$ cat config.mk
export PLATFORM = sky130hd
export DESIGN_NAME = multicycle_control_flat
export DESIGN_NICKNAME = d
export VERILOG_FILES = /design/src/rtl/multicycle_control_if.sv /design/src/rtl/multicycle_control.sv /design/src/flat_wrapper.sv
export SDC_FILE = /design/constraint.sdc
export NUM_CORES = 1
export LEC_CHECK = 0
export CAP_MARGIN = 20
export CELL_PAD_IN_SITES_DETAIL_PLACEMENT = 0
export CELL_PAD_IN_SITES_GLOBAL_PLACEMENT = 1
export CORE_ASPECT_RATIO = 0.8
export CORE_MARGIN = 3
export CORE_UTILIZATION = 27
export DETAILED_ROUTE_END_ITERATION = 7
export PLACE_DENSITY_LB_ADDON = 0.1
export SYNTH_ARGS = -nofsm -noshare
export SYNTH_HDL_FRONTEND = slang
export SYNTH_SLANG_ARGS = --single-unit
export TNS_END_PERCENT = 20
$ cat constraint.sdc
create_clock -name clk -period 3.35 [get_ports clk]
set_input_delay 0.5025 -clock clk [delete_from_list [all_inputs] [get_ports clk]]
set_output_delay 0.5025 -clock clk [all_outputs]
set_load 0.005 [all_outputs]
$ cat src/rtl/multicycle_control_if.sv
// Control bundle between the multicycle controller and its datapath.
// The controller side takes the master modport; the datapath/bench side takes slave.
interface multicycle_control_if;
  logic [5:0] opcode;
  logic       mem_ready;
  logic       pc_write;
  logic       pc_write_cond;
  logic       ir_write;
  logic       reg_write;
  logic       mem_read;
  logic       mem_write;
  logic       iord;
  logic       mem_to_reg;
  logic       reg_dst;
  logic       alu_src_a;
  logic [1:0] alu_src_b;
  logic [1:0] alu_op;
  logic [1:0] pc_source;
  logic [3:0] state;
  logic       illegal_op;

  modport master (
    input  opcode, mem_ready,
    output pc_write, pc_write_cond, ir_write, reg_write, mem_read, mem_write,
           iord, mem_to_reg, reg_dst, alu_src_a, alu_src_b, alu_op, pc_source,
           state, illegal_op
  );

  modport slave (
    output opcode, mem_ready,
    input  pc_write, pc_write_cond, ir_write, reg_write, mem_read, mem_write,
           iord, mem_to_reg, reg_dst, alu_src_a, alu_src_b, alu_op, pc_source,
           state, illegal_op
  );
endinterface

$ cat src/rtl/multicycle_control.sv
// Main control FSM for a multicycle MIPS-style datapath (R, LW, SW, BEQ, J).
// Outputs are decoded combinationally from the state register.
module multicycle_control (
  input  logic clk,
  input  logic rst_n,
  multicycle_control_if.master bus
);

  localparam logic [5:0] OP_R   = 6'b000000;
  localparam logic [5:0] OP_LW  = 6'b100011;
  localparam logic [5:0] OP_SW  = 6'b101011;
  localparam logic [5:0] OP_BEQ = 6'b000100;
  localparam logic [5:0] OP_J   = 6'b000010;

  typedef enum logic [3:0] {
    FETCH  = 4'd0,
    DECODE = 4'd1,
    MEMADR = 4'd2,
    MEMRD  = 4'd3,
    MEMWB  = 4'd4,
    MEMWR  = 4'd5,
    EXEC   = 4'd6,
    ALUWB  = 4'd7,
    BRANCH = 4'd8,
    JUMP   = 4'd9
  } state_t;

  state_t state_reg;
  logic   is_load_reg;
  logic   illegal_reg;

  // Load/store direction is captured in DECODE so a changing opcode later is ignored.
  always_ff @(posedge clk or negedge rst_n) begin
    if (!rst_n) begin
      state_reg   <= FETCH;
      is_load_reg <= 1'b0;
      illegal_reg <= 1'b0;
    end else begin
      case (state_reg)
        FETCH:  if (bus.mem_ready) state_reg <= DECODE;
        DECODE: begin
          case (bus.opcode)
            OP_LW:   begin state_reg <= MEMADR; is_load_reg <= 1'b1; end
            OP_SW:   begin state_reg <= MEMADR; is_load_reg <= 1'b0; end
            OP_R:    state_reg <= EXEC;
            OP_BEQ:  state_reg <= BRANCH;
            OP_J:    state_reg <= JUMP;
            default: begin state_reg <= FETCH; illegal_reg <= 1'b1; end
          endcase
        end
        MEMADR: state_reg <= is_load_reg ? MEMRD : MEMWR;
        MEMRD:  if (bus.mem_ready) state_reg <= MEMWB;
        MEMWB:  state_reg <= FETCH;
        MEMWR:  if (bus.mem_ready) state_reg <= FETCH;
        EXEC:   state_reg <= ALUWB;
        ALUWB:  state_reg <= FETCH;
        BRANCH: state_reg <= FETCH;
        JUMP:   state_reg <= FETCH;
        default: state_reg <= FETCH;
      endcase
    end
  end

  logic       pc_write, pc_write_cond, ir_write, reg_write, mem_read, mem_write;
  logic       iord, mem_to_reg, reg_dst, alu_src_a;
  logic [1:0] alu_src_b, alu_op, pc_source;

  always_comb begin
    pc_write      = 1'b0;
    pc_write_cond = 1'b0;
    ir_write      = 1'b0;
    reg_write     = 1'b0;
    mem_read      = 1'b0;
    mem_write     = 1'b0;
    iord          = 1'b0;
    mem_to_reg    = 1'b0;
    reg_dst       = 1'b0;
    alu_src_a     = 1'b0;
    alu_src_b     = 2'b00;
    alu_op        = 2'b00;
    pc_source     = 2'b00;
    case (state_reg)
      FETCH: begin
        mem_read  = 1'b1;
        alu_src_b = 2'b01;
        ir_write  = bus.mem_ready;
        pc_write  = bus.mem_ready;
      end
      DECODE: alu_src_b = 2'b11;
      MEMADR: begin
        alu_src_a = 1'b1;
        alu_src_b = 2'b10;
      end
      MEMRD: begin
        mem_read = 1'b1;
        iord     = 1'b1;
      end
      MEMWB: begin
        reg_write  = 1'b1;
        mem_to_reg = 1'b1;
      end
      MEMWR: begin
        mem_write = 1'b1;
        iord      = 1'b1;
      end
      EXEC: begin
        alu_src_a = 1'b1;
        alu_op    = 2'b10;
      end
      ALUWB: begin
        reg_write = 1'b1;
        reg_dst   = 1'b1;
      end
      BRANCH: begin
        alu_src_a     = 1'b1;
        alu_op        = 2'b01;
        pc_write_cond = 1'b1;
        pc_source     = 2'b01;
      end
      JUMP: begin
        pc_write  = 1'b1;
        pc_source = 2'b10;
      end
      default: ;
    endcase
    // Reset holds FETCH, but a ready memory must not leak writes/reads while rst_n is low.
    if (!rst_n) begin
      pc_write      = 1'b0;
      pc_write_cond = 1'b0;
      ir_write      = 1'b0;
      reg_write     = 1'b0;
      mem_read      = 1'b0;
      mem_write     = 1'b0;
    end
  end

  assign bus.pc_write      = pc_write;
  assign bus.pc_write_cond = pc_write_cond;
  assign bus.ir_write      = ir_write;
  assign bus.reg_write     = reg_write;
  assign bus.mem_read      = mem_read;
  assign bus.mem_write     = mem_write;
  assign bus.iord          = iord;
  assign bus.mem_to_reg    = mem_to_reg;
  assign bus.reg_dst       = reg_dst;
  assign bus.alu_src_a     = alu_src_a;
  assign bus.alu_src_b     = alu_src_b;
  assign bus.alu_op        = alu_op;
  assign bus.pc_source     = pc_source;
  assign bus.state         = state_reg;
  assign bus.illegal_op    = illegal_reg;

endmodule

$ cat src/flat_wrapper.sv
// flat-port wrapper written by rule: the top's interface ports become plain ports
module multicycle_control_flat 
  (clk, rst_n, bus_opcode, bus_mem_ready, bus_pc_write, bus_pc_write_cond, bus_ir_write, bus_reg_write, bus_mem_read, bus_mem_write, bus_iord, bus_mem_to_reg, bus_reg_dst, bus_alu_src_a, bus_alu_src_b, bus_alu_op, bus_pc_source, bus_state, bus_illegal_op);
  multicycle_control_if bus_i ();
  input  logic clk;
  input  logic rst_n;
  input wire logic [$bits(bus_i.opcode)-1:0] bus_opcode;
  input wire logic [$bits(bus_i.mem_ready)-1:0] bus_mem_ready;
  output wire logic [$bits(bus_i.pc_write)-1:0] bus_pc_write;
  output wire logic [$bits(bus_i.pc_write_cond)-1:0] bus_pc_write_cond;
  output wire logic [$bits(bus_i.ir_write)-1:0] bus_ir_write;
  output wire logic [$bits(bus_i.reg_write)-1:0] bus_reg_write;
  output wire logic [$bits(bus_i.mem_read)-1:0] bus_mem_read;
  output wire logic [$bits(bus_i.mem_write)-1:0] bus_mem_write;
  output wire logic [$bits(bus_i.iord)-1:0] bus_iord;
  output wire logic [$bits(bus_i.mem_to_reg)-1:0] bus_mem_to_reg;
  output wire logic [$bits(bus_i.reg_dst)-1:0] bus_reg_dst;
  output wire logic [$bits(bus_i.alu_src_a)-1:0] bus_alu_src_a;
  output wire logic [$bits(bus_i.alu_src_b)-1:0] bus_alu_src_b;
  output wire logic [$bits(bus_i.alu_op)-1:0] bus_alu_op;
  output wire logic [$bits(bus_i.pc_source)-1:0] bus_pc_source;
  output wire logic [$bits(bus_i.state)-1:0] bus_state;
  output wire logic [$bits(bus_i.illegal_op)-1:0] bus_illegal_op;
  assign bus_i.opcode = bus_opcode;
  assign bus_i.mem_ready = bus_mem_ready;
  assign bus_pc_write = bus_i.pc_write;
  assign bus_pc_write_cond = bus_i.pc_write_cond;
  assign bus_ir_write = bus_i.ir_write;
  assign bus_reg_write = bus_i.reg_write;
  assign bus_mem_read = bus_i.mem_read;
  assign bus_mem_write = bus_i.mem_write;
  assign bus_iord = bus_i.iord;
  assign bus_mem_to_reg = bus_i.mem_to_reg;
  assign bus_reg_dst = bus_i.reg_dst;
  assign bus_alu_src_a = bus_i.alu_src_a;
  assign bus_alu_src_b = bus_i.alu_src_b;
  assign bus_alu_op = bus_i.alu_op;
  assign bus_pc_source = bus_i.pc_source;
  assign bus_state = bus_i.state;
  assign bus_illegal_op = bus_i.illegal_op;
  multicycle_control u_core (.clk(clk), .rst_n(rst_n), .bus(bus_i));
endmodule
==> results of run 1 <==
-- worst max-delay path, cell delays in order, from the launching register on --
cell             delay (ps)
dfrtp_1                 560
nand2b_1                270
nor3_1                  200
and2_1                  160
clkdlybuf4s50_1         500
-- layout make-up --
class	count	area, um2
inverter	3	11.3
multi-input combinational	66	374
timing repair buffer	30	298
fill	207	1020
tap	24	30.0
sequential	6	150
clock buffer	3	22.5
-- cells in the final DEF (no fill, tap or decap) --
cell type	n
o21ai_1	2
nor2b_1	2
clkbuf_4	3
and2_1	2
nor3b_2	1
dfrtp_1	6
o31a_1	2
nand3_1	1
nor2_1	15
clkdlybuf4s50_1	29
o311ai_1	1
inv_1	3
o31ai_1	1
nor4bb_1	1
nand2_1	8
o22ai_1	1
nor4_1	1
o21ai_0	2
and4_1	1
xnor2_1	2
a21oi_1	5
nor3_1	6
mux2i_1	1
and3_1	1
a31oi_1	2
nand2b_1	5
a21o_1	1
or4_4	1
o21ai_2	1
buf_4	1
-- stage by stage --
step | hold WS, ps | worst slack [ps] | cell area [um2] | utilization, % | cells
after global routing | 494 | 748 | 886 | 46.4 | 132
after detailed placement | 453 | 900 | 863 | 45.2 | 129
after global placement | 457 | 915 | 863 | 45.2 | 129
after CTS | 469 | 897 | 886 | 46.4 | 132
final | 469 | 904 | 886 | 46.4 | 132
after floorplan | 207 | 1780 | 557 | - | 80
-- layer usage --
metal	global-route usage [%]	vias to the layer above
met3	2.80	0
met1	19.8	311
met4	2.78	0
met5	0	-
li1	-	339
met2	21.2	17
-- worst paths after layout --
path                       cells after the start                     to  slack (ps)
max                                            4      bus_pc_write_cond         900
min                                            1  u_core.bus.illegal_op         470
max reg2reg                                    4    u_core.bus.state[2]        1700
min reg2reg                                    1  u_core.bus.illegal_op         470
max in group asynchronous                      2    u_core.bus.state[1]        2570
min in group asynchronous                      2  u_core.bus.illegal_op         660
-- power groups by stage --
stage | Combinational, mW | Sequential, mW | Clock, mW
after floorplan | 0.130 | 0.0965 | 0
after global placement | 0.187 | 0.130 | 0
after detailed placement | 0.187 | 0.130 | 0
after CTS | 0.189 | 0.129 | 0.0701
after global routing | 0.211 | 0.135 | 0.0756
final | 0.185 | 0.127 | 0.0677
-- cells by family after synthesis --
| group | after synthesis | synth area share (%) |
|---|---|---|
| multiplexers | 1 | 1.80 |
| flip-flops | 6 | 27.0 |
| AND/OR/NAND/NOR | 45 | 41.8 |
| buffers and inverters | 8 | 5.84 |
| XOR/XNOR | 2 | 3.15 |
| AO/OA/AOI/OAI | 18 | 20.5 |
==> results.yml, run 1 <==
clock_network:
  path_clk_slew_ps: 50
  cts_setup_buffers: 0
  cts_tree: "built"
  htree_levels: 1
  hold_buffers: 0
  ctsRootBufferMaster: "clkbuf_4"
  cts.path.max_buffers: 2
  cts_made_buffers: 3
  post_cts_resized: 0
  clk_latency_ps: 250
  cts.sinks: 6
floorplanning:
  rows: 14
  ios: 30
  core_mm2: 0.00191
  dieArea_mm2: 0.00265
  die_y_um: 46.6
  die_x_um: 56.8
  initial_core_util_pct: 29.2
detailed_routing:
  wl_met1_um: 849
  wl_met2_um: 754
  drcViolationCount: 0
  num_vias: 667
  drtIter0Drc: 6
  highest_layer: "met3"
  viasPerCell: 5.05
  firstDrtPassIters: 6
  antenna_left: 0
  post_drt_wl_per_cell_um: 12.7
  route.met3.wl_um: 67
  totalWireLength_um: 1670
sta:
  worst_pin_slew_ps: 514
  report.final.slew_viol_count: 0
  rsz0062_at_grt: "no"
  setup_violations: 0
  max_slew_margin_pct: 65.7
  max_freq_mhz: 409
  worst_clock_skew_ps: 1.58
  final.period_utilization_pct: 73.0
  tns_ps: 0
  min_period_ps: 2450
  hold_viol: 0
final_layout:
  drive_above_1_share_pct: 6.48
  nets: 119
  area_growth_pct: 59.1
  largest_reg_flops: 4
  num_antenna_cells: 0
logic_synthesis:
  ys_seq_area_share_pct: 27.0
  ys_warn_count: 0
  yosysTopAreaCell: "dfrtp_1"
  synth_cell_types: 30
  netlist.area_leader.share_pct: 27.0
  synth_cells: 80
  synth_area_um2: 557
  syn-num-nets: 89
  yosys-top-cells-count: "nor2_1 (15), nand2_1 (8), dfrtp_1 (6), nor3_1 (6)"
  synth_edf_count: 0
  ys_ff_latch: 6
  syn_area_per_cell_um2: 6.96
  synth.most_common_cell: "nor2_1"
  synth_area_leaders: "dfrtp_1 (27%), nor2_1 (10%), nand2b_1 (5.6%)"
  synth_top_flop_cell: "dfrtp_1"
  async_flop_share_pct: 100
pwr:
  power.internal_mw: 0.231
  ir_worst_vdd_mv: 0.200
  leakagePower_nw: 0.329
  seqPwrFrac_pct: 33.5
  swShare_pct: 39.2
  p_clk_share_pct: 17.8
  p_sw_mw: 0.149
  power_density_mw_per_mm2: 430
  p_comb_share_pct: 48.7
  p_total_mw: 0.380
setup_path:
  crit_required_ps: 2850
  path_class: "reg2out"
  crit_path_start_kind: "register"
  cp-end-kind: "primary output"
  r2r_start: "u_core.bus.state[2]"
  path_max_fanout: 16
  worstSetupStartpoint: "u_core.bus.state[2]"
  cp_data_arrival_time_ps: 1940
grt:
  grt_pass1_vias: 590
  grt_max_degree: 20
  antenna_found_initial: 0
  grt_pass1_wl_um: 2830
  overflow: 0
  track_usage_pct: 13.7
placed_design:
  io_buffer_count: 29
  hpwl_um: 1230
  gp_congestion: 0.721
min_path:
  hp-class: "reg2reg"
  min_from: "u_core.bus.illegal_op"
outcome:
  run_status: "finished clean"
job:
  cap_viol_max_count: 0
Note: power is estimated with default switching activity, not from simulation.
==> run 2, diff against run 1 <==
Settings changed: CORE_UTILIZATION 27 to 22.
Clock period 3.35 ns to 2.05 ns, I/O delays scaled along.
==> run 2 against run 1 <==
Largest cell class unchanged; critical path depth is the same; power up 74%; hold slack lost 16 ps; die area grew 20%; setup slack lost 830 ps; sequential share of layout area is 1.5 points lower; flip-flop and latch count stayed put.
==> results.yml, run 2 (same netlist as run 1, synthesis figures left out) <==
final_layout:
  fillers: 229
  drive_above_1_share_pct: 19.8
  nets: 127
  finalInstanceArea_mm2: 0.00100
  num_antenna_cells: 0
  final_common_cell: "clkdlybuf4s50_1"
  area_growth_pct: 80.0
  largest_reg_flops: 4
  layout_common_cells: "clkdlybuf4s50_1 (27), nor2_1 (13), nand2_1 (7), buf_4 (7)"
  stdcell_count: 150
grt:
  antenna_found_initial: 0
  overflow: 0
  track_usage_pct: 11.5
  grt_max_degree: 13
  grt_pass1_wl_um: 2930
  grt_pass1_vias: 626
sta:
  max_freq_mhz: 505
  worst_clock_skew_ps: 0.855
  worst_pin_slew_ps: 331
  min_period_ps: 1980
  rsz0062_at_grt: "yes"
  report.final.slew_viol_count: 0
  setup_violations: 0
  hold_viol: 0
  tns_ps: 0
  max_slew_margin_pct: 77.6
  final.period_utilization_pct: 96.6
placed_design:
  gp_congestion: 0.709
  hpwl_um: 1430
  placed_area_um2: 933
  dpl.cell_count: 145
  io_buffer_count: 29
detailed_routing:
  viasPerCell: 4.69
  antenna_left: 0
  post_drt_wl_per_cell_um: 11.6
  drtIter0Drc: 20
  drcViolationCount: 0
  totalWireLength_um: 1740
  num_vias: 703
  firstDrtPassIters: 4
setup_path:
  r2r_end: "u_core.bus.state[2]"
  cp-end-kind: "primary output"
  crit_slowest_cell: "clkdlybuf4s50_1"
  path_max_fanout: 6
  reg2reg_setup_slack_ps: 570
  critical_path.max_stage_delay_ps: 500
  path_cells: "nand2b_1, nor3_2, and2_1, clkdlybuf4s50_1"
  crit_required_ps: 1740
  reg2reg_depth: 5
  r2r_start: "u_core.bus.state[3]"
  path_class: "reg2out"
  crit_family: "buffers and inverters"
  path_buf_inv: 1
  endpoint: "bus_pc_write_cond"
  worstSetupStartpoint: "u_core.bus.state[2]"
  cp_num_cells: 4
  crit_path_start_kind: "register"
  cp_data_arrival_time_ps: 1670
clock_network:
  path_clk_slew_ps: 40
  cts_tree: "built"
  cts.path.max_buffers: 2
  ctsRootBufferMaster: "clkbuf_4"
  clk_latency_ps: 250
  cts.sinks: 6
  hold_buffers: 0
  htree_levels: 1
  cts_made_buffers: 3
pwr:
  p_sw_mw: 0.255
  seqPwrFrac_pct: 28.3
  p_clk_share_pct: 16.6
  power_density_mw_per_mm2: 662
  ir_worst_vdd_mv: 0.258
  leakagePower_nw: 0.408
  power.internal_mw: 0.409
  swShare_pct: 38.3
  p_comb_share_pct: 55.1
floorplanning:
  rows: 15
  core_mm2: 0.00227
  die_y_um: 51.0
  dieArea_mm2: 0.00317
  ios: 30
  die_x_um: 62.2
  initial_core_util_pct: 24.5
outcome:
  run_status: "finished clean"
job:
  cap_viol_max_count: 0
min_path:
  hp-class: "reg2reg"
==> run 2: worst min path at each step <==
stage	startpoint	end	slack, ps	cells past startpoint
floorplan	rst_n	u_core.bus.illegal_op	10	0
global placement	u_core.bus.illegal_op	u_core.bus.illegal_op	440	1
detailed placement	u_core.bus.illegal_op	u_core.bus.illegal_op	450	1
CTS	u_core.bus.illegal_op	u_core.bus.illegal_op	460	1
global route	u_core.bus.illegal_op	u_core.bus.illegal_op	470	1
finish	u_core.bus.illegal_op	u_core.bus.illegal_op	450	1
==> run 2: cell type report <==
| class | count | area, um2 | share of cell area, % |
|---|---|---|---|
| clock buffer | 3 | 22.5 | 2.25 |
| inverter | 3 | 11.3 | 1.12 |
| multi-input combinational | 66 | 392 | 39.1 |
| sequential | 6 | 155 | 15.5 |
| tap | 34 | 42.5 | 4.24 |
| timing repair buffer | 38 | 379 | 37.8 |
==> run 2: through the flow <==
stage                     hold slack [ps]  setup WS (ps)  total power, mW  util (%)
final                                 453           69.5            0.664      44.1
after global routing                  472          -36.4            0.731      44.1
after CTS                             459           1.91            0.665      42.7
after detailed placement              452            134            0.543      41.1
after global placement                442            171            0.547      41.1
after floorplan                      11.9            676            0.370         -
==> run 2: power by group through the flow <==
stage | Combinational (mW) | Sequential, mW | Clock (mW)
after CTS | 0.361 | 0.189 | 0.114
after detailed placement | 0.357 | 0.187 | 0
after global placement | 0.359 | 0.188 | 0
after floorplan | 0.212 | 0.158 | 0
final | 0.366 | 0.188 | 0.110
after global routing | 0.414 | 0.196 | 0.121
==> run 2: per-layer routing <==
layer	track usage, %	routed length [um]	vias up
met5	0	0	-
met4	3.31	13	0
met3	4.40	114	2
met2	16.6	757	25
met1	15.7	854	317
li1	-	-	359
==> run 2: what timing repair did <==
action | 4_1_cts | 5_1_grt
endpoints found under the setup margin | 5 | 8
gates cloned | 0 | 0
gates resized for setup | 5 | 7
buffers inserted | 0 | 2
endpoints found under the hold margin | 0 | 0
==> run 3, diff against run 2 <==
Settings changed: RECOVER_POWER from default to 25.
Clock period 2.05 ns to 1.8 ns, I/O delays scaled along.
==> run 3 against run 2 <==
The flow now finishes with violations (negative setup slack); die area is the same; first-iteration DRC count shrank 20%; cell area rose by 8.4%; utilization rose by 3.7 points.
==> results.yml, run 3 (same netlist as run 1, synthesis figures left out) <==
outcome:
  run_status: "complete, but fails checks"
  violations: "negative setup slack"
detailed_routing:
  viasPerCell: 4.49
  antenna_left: 0
  route.met3.wl_um: 84
  wl_met1_um: 959
  wl_met2_um: 857
  drcViolationCount: 0
  totalWireLength_um: 1920
  num_vias: 737
  highest_layer: "met4"
  post_drt_wl_per_cell_um: 11.7
  drtIter0Drc: 16
  firstDrtPassIters: 4
grt:
  grt_pass1_wl_um: 3420
  grt_pass1_vias: 698
  antenna_found_initial: 0
  track_usage_pct: 13.6
  overflow: 0
  grt_max_degree: 13
setup_path:
  crit_path_start_kind: "register"
  path_max_fanout: 5
  crit_required_ps: 1530
  cp-end-kind: "primary output"
  critical_path.max_stage_delay_ps: 500
  cp_data_arrival_time_ps: 1660
  crit_slowest_cell: "clkdlybuf4s50_1"
  worstSetupStartpoint: "u_core.bus.state[1]"
  reg2reg_depth: 6
  r2r_start: "u_core.bus.state[1]"
  path_cells: "buf_4, nor3_2, and2_1, clkdlybuf4s50_1"
  reg2reg_setup_slack_ps: 240
  endpoint: "bus_pc_write_cond"
  r2r_end: "u_core.bus.state[2]"
  path_class: "reg2out"
sta:
  worst_clock_skew_ps: 3.76
  worst_pin_slew_ps: 378
  max_slew_margin_pct: 74.4
  fin_hold_ws_ps: 455
  setup_violations: 4
  final.setup.worst_slack_ps: -130
  max_freq_mhz: 518
  hold_viol: 0
  min_period_ps: 1930
  report.final.slew_viol_count: 0
  tns_ps: -380
  rsz0062_at_grt: "yes"
  final.period_utilization_pct: 107
clock_network:
  cts.sinks: 6
  path_clk_slew_ps: 50
  cts_tree: "built"
  hold_buffers: 0
  htree_levels: 1
  ctsRootBufferMaster: "clkbuf_4"
  cts_made_buffers: 3
  clk_latency_ps: 250
  cts.path.max_buffers: 2
floorplanning:
  rows: 15
  initial_core_util_pct: 24.5
  die_x_um: 62.2
  dieArea_mm2: 0.00317
  core_mm2: 0.00227
  ios: 30
  die_y_um: 51.0
final_layout:
  finalInstanceArea_mm2: 0.00109
  nets: 141
  layout_common_cells: "buf_4 (20), clkdlybuf4s50_1 (16), nor2_1 (14)"
  final_common_cell: "buf_4"
  num_antenna_cells: 0
  largest_reg_flops: 4
  finish.utilization_pct: 47.8
  area_growth_pct: 95.1
  drive_above_1_share_pct: 27.7
  stdcell_count: 164
placed_design:
  gp_congestion: 0.687
  pre_cts_ws_ps: -29.2
  hpwl_um: 1480
  placed_area_um2: 996
  dpl.cell_count: 155
  io_buffer_count: 29
pwr:
  power_density_mw_per_mm2: 750
  leakagePower_nw: 0.534
  ir_worst_vdd_mv: 0.260
  p_total_mw: 0.814
min_path:
  min_path_cells: 1
  hp-class: "reg2reg"
job:
  cap_viol_max_count: 0
## run 3: power breakdown
group	internal (mW)	switching [mW]	total, mW
Clock	0.0756	0.0519	0.128
Combinational	0.266	0.223	0.488
Sequential	0.163	0.0348	0.198
## run 3: layout make-up
class	count	area, um2
clock buffers	3	22.5
repair buffers	52	469
inverters	3	11.3
multi-input cells	66	387
flip-flops and latches	6	154
fillers	256	1180
well taps	34	42.5
## run 3: worst max-delay path, delay by kind of cell, from the launching register on
kind,cells,cell delay (ps)
buffers and inverters,2,650
flip-flops,1,440
AND/OR/NAND/NOR,2,320
## run 3: worst min path at each step
stage,startpoint,end,slack (ps)
after CTS,u_core.bus.illegal_op,u_core.bus.illegal_op,460
after floorplan,rst_n,u_core.bus.illegal_op,-30
after global placement,u_core.bus.illegal_op,u_core.bus.illegal_op,440
final,u_core.bus.illegal_op,u_core.bus.illegal_op,450
after detailed placement,u_core.bus.illegal_op,u_core.bus.illegal_op,450
after global routing,rst_n,u_core.is_load_reg,500
## run 3: what timing repair did
item | CTS | global route
gates resized for setup | 18 | 7
pin swaps | 1 | 0
buffers inserted | 4 | 2
cloned | 0 | 0
endpoints found under the setup margin | 16 | 7
## run 3: per-layer routing
metal  vias up  GRT usage, %
li1        385             -
met1       331          18.7
met2        19          20.2
met3         2          4.40
met4         0          4.41
met5         -             0
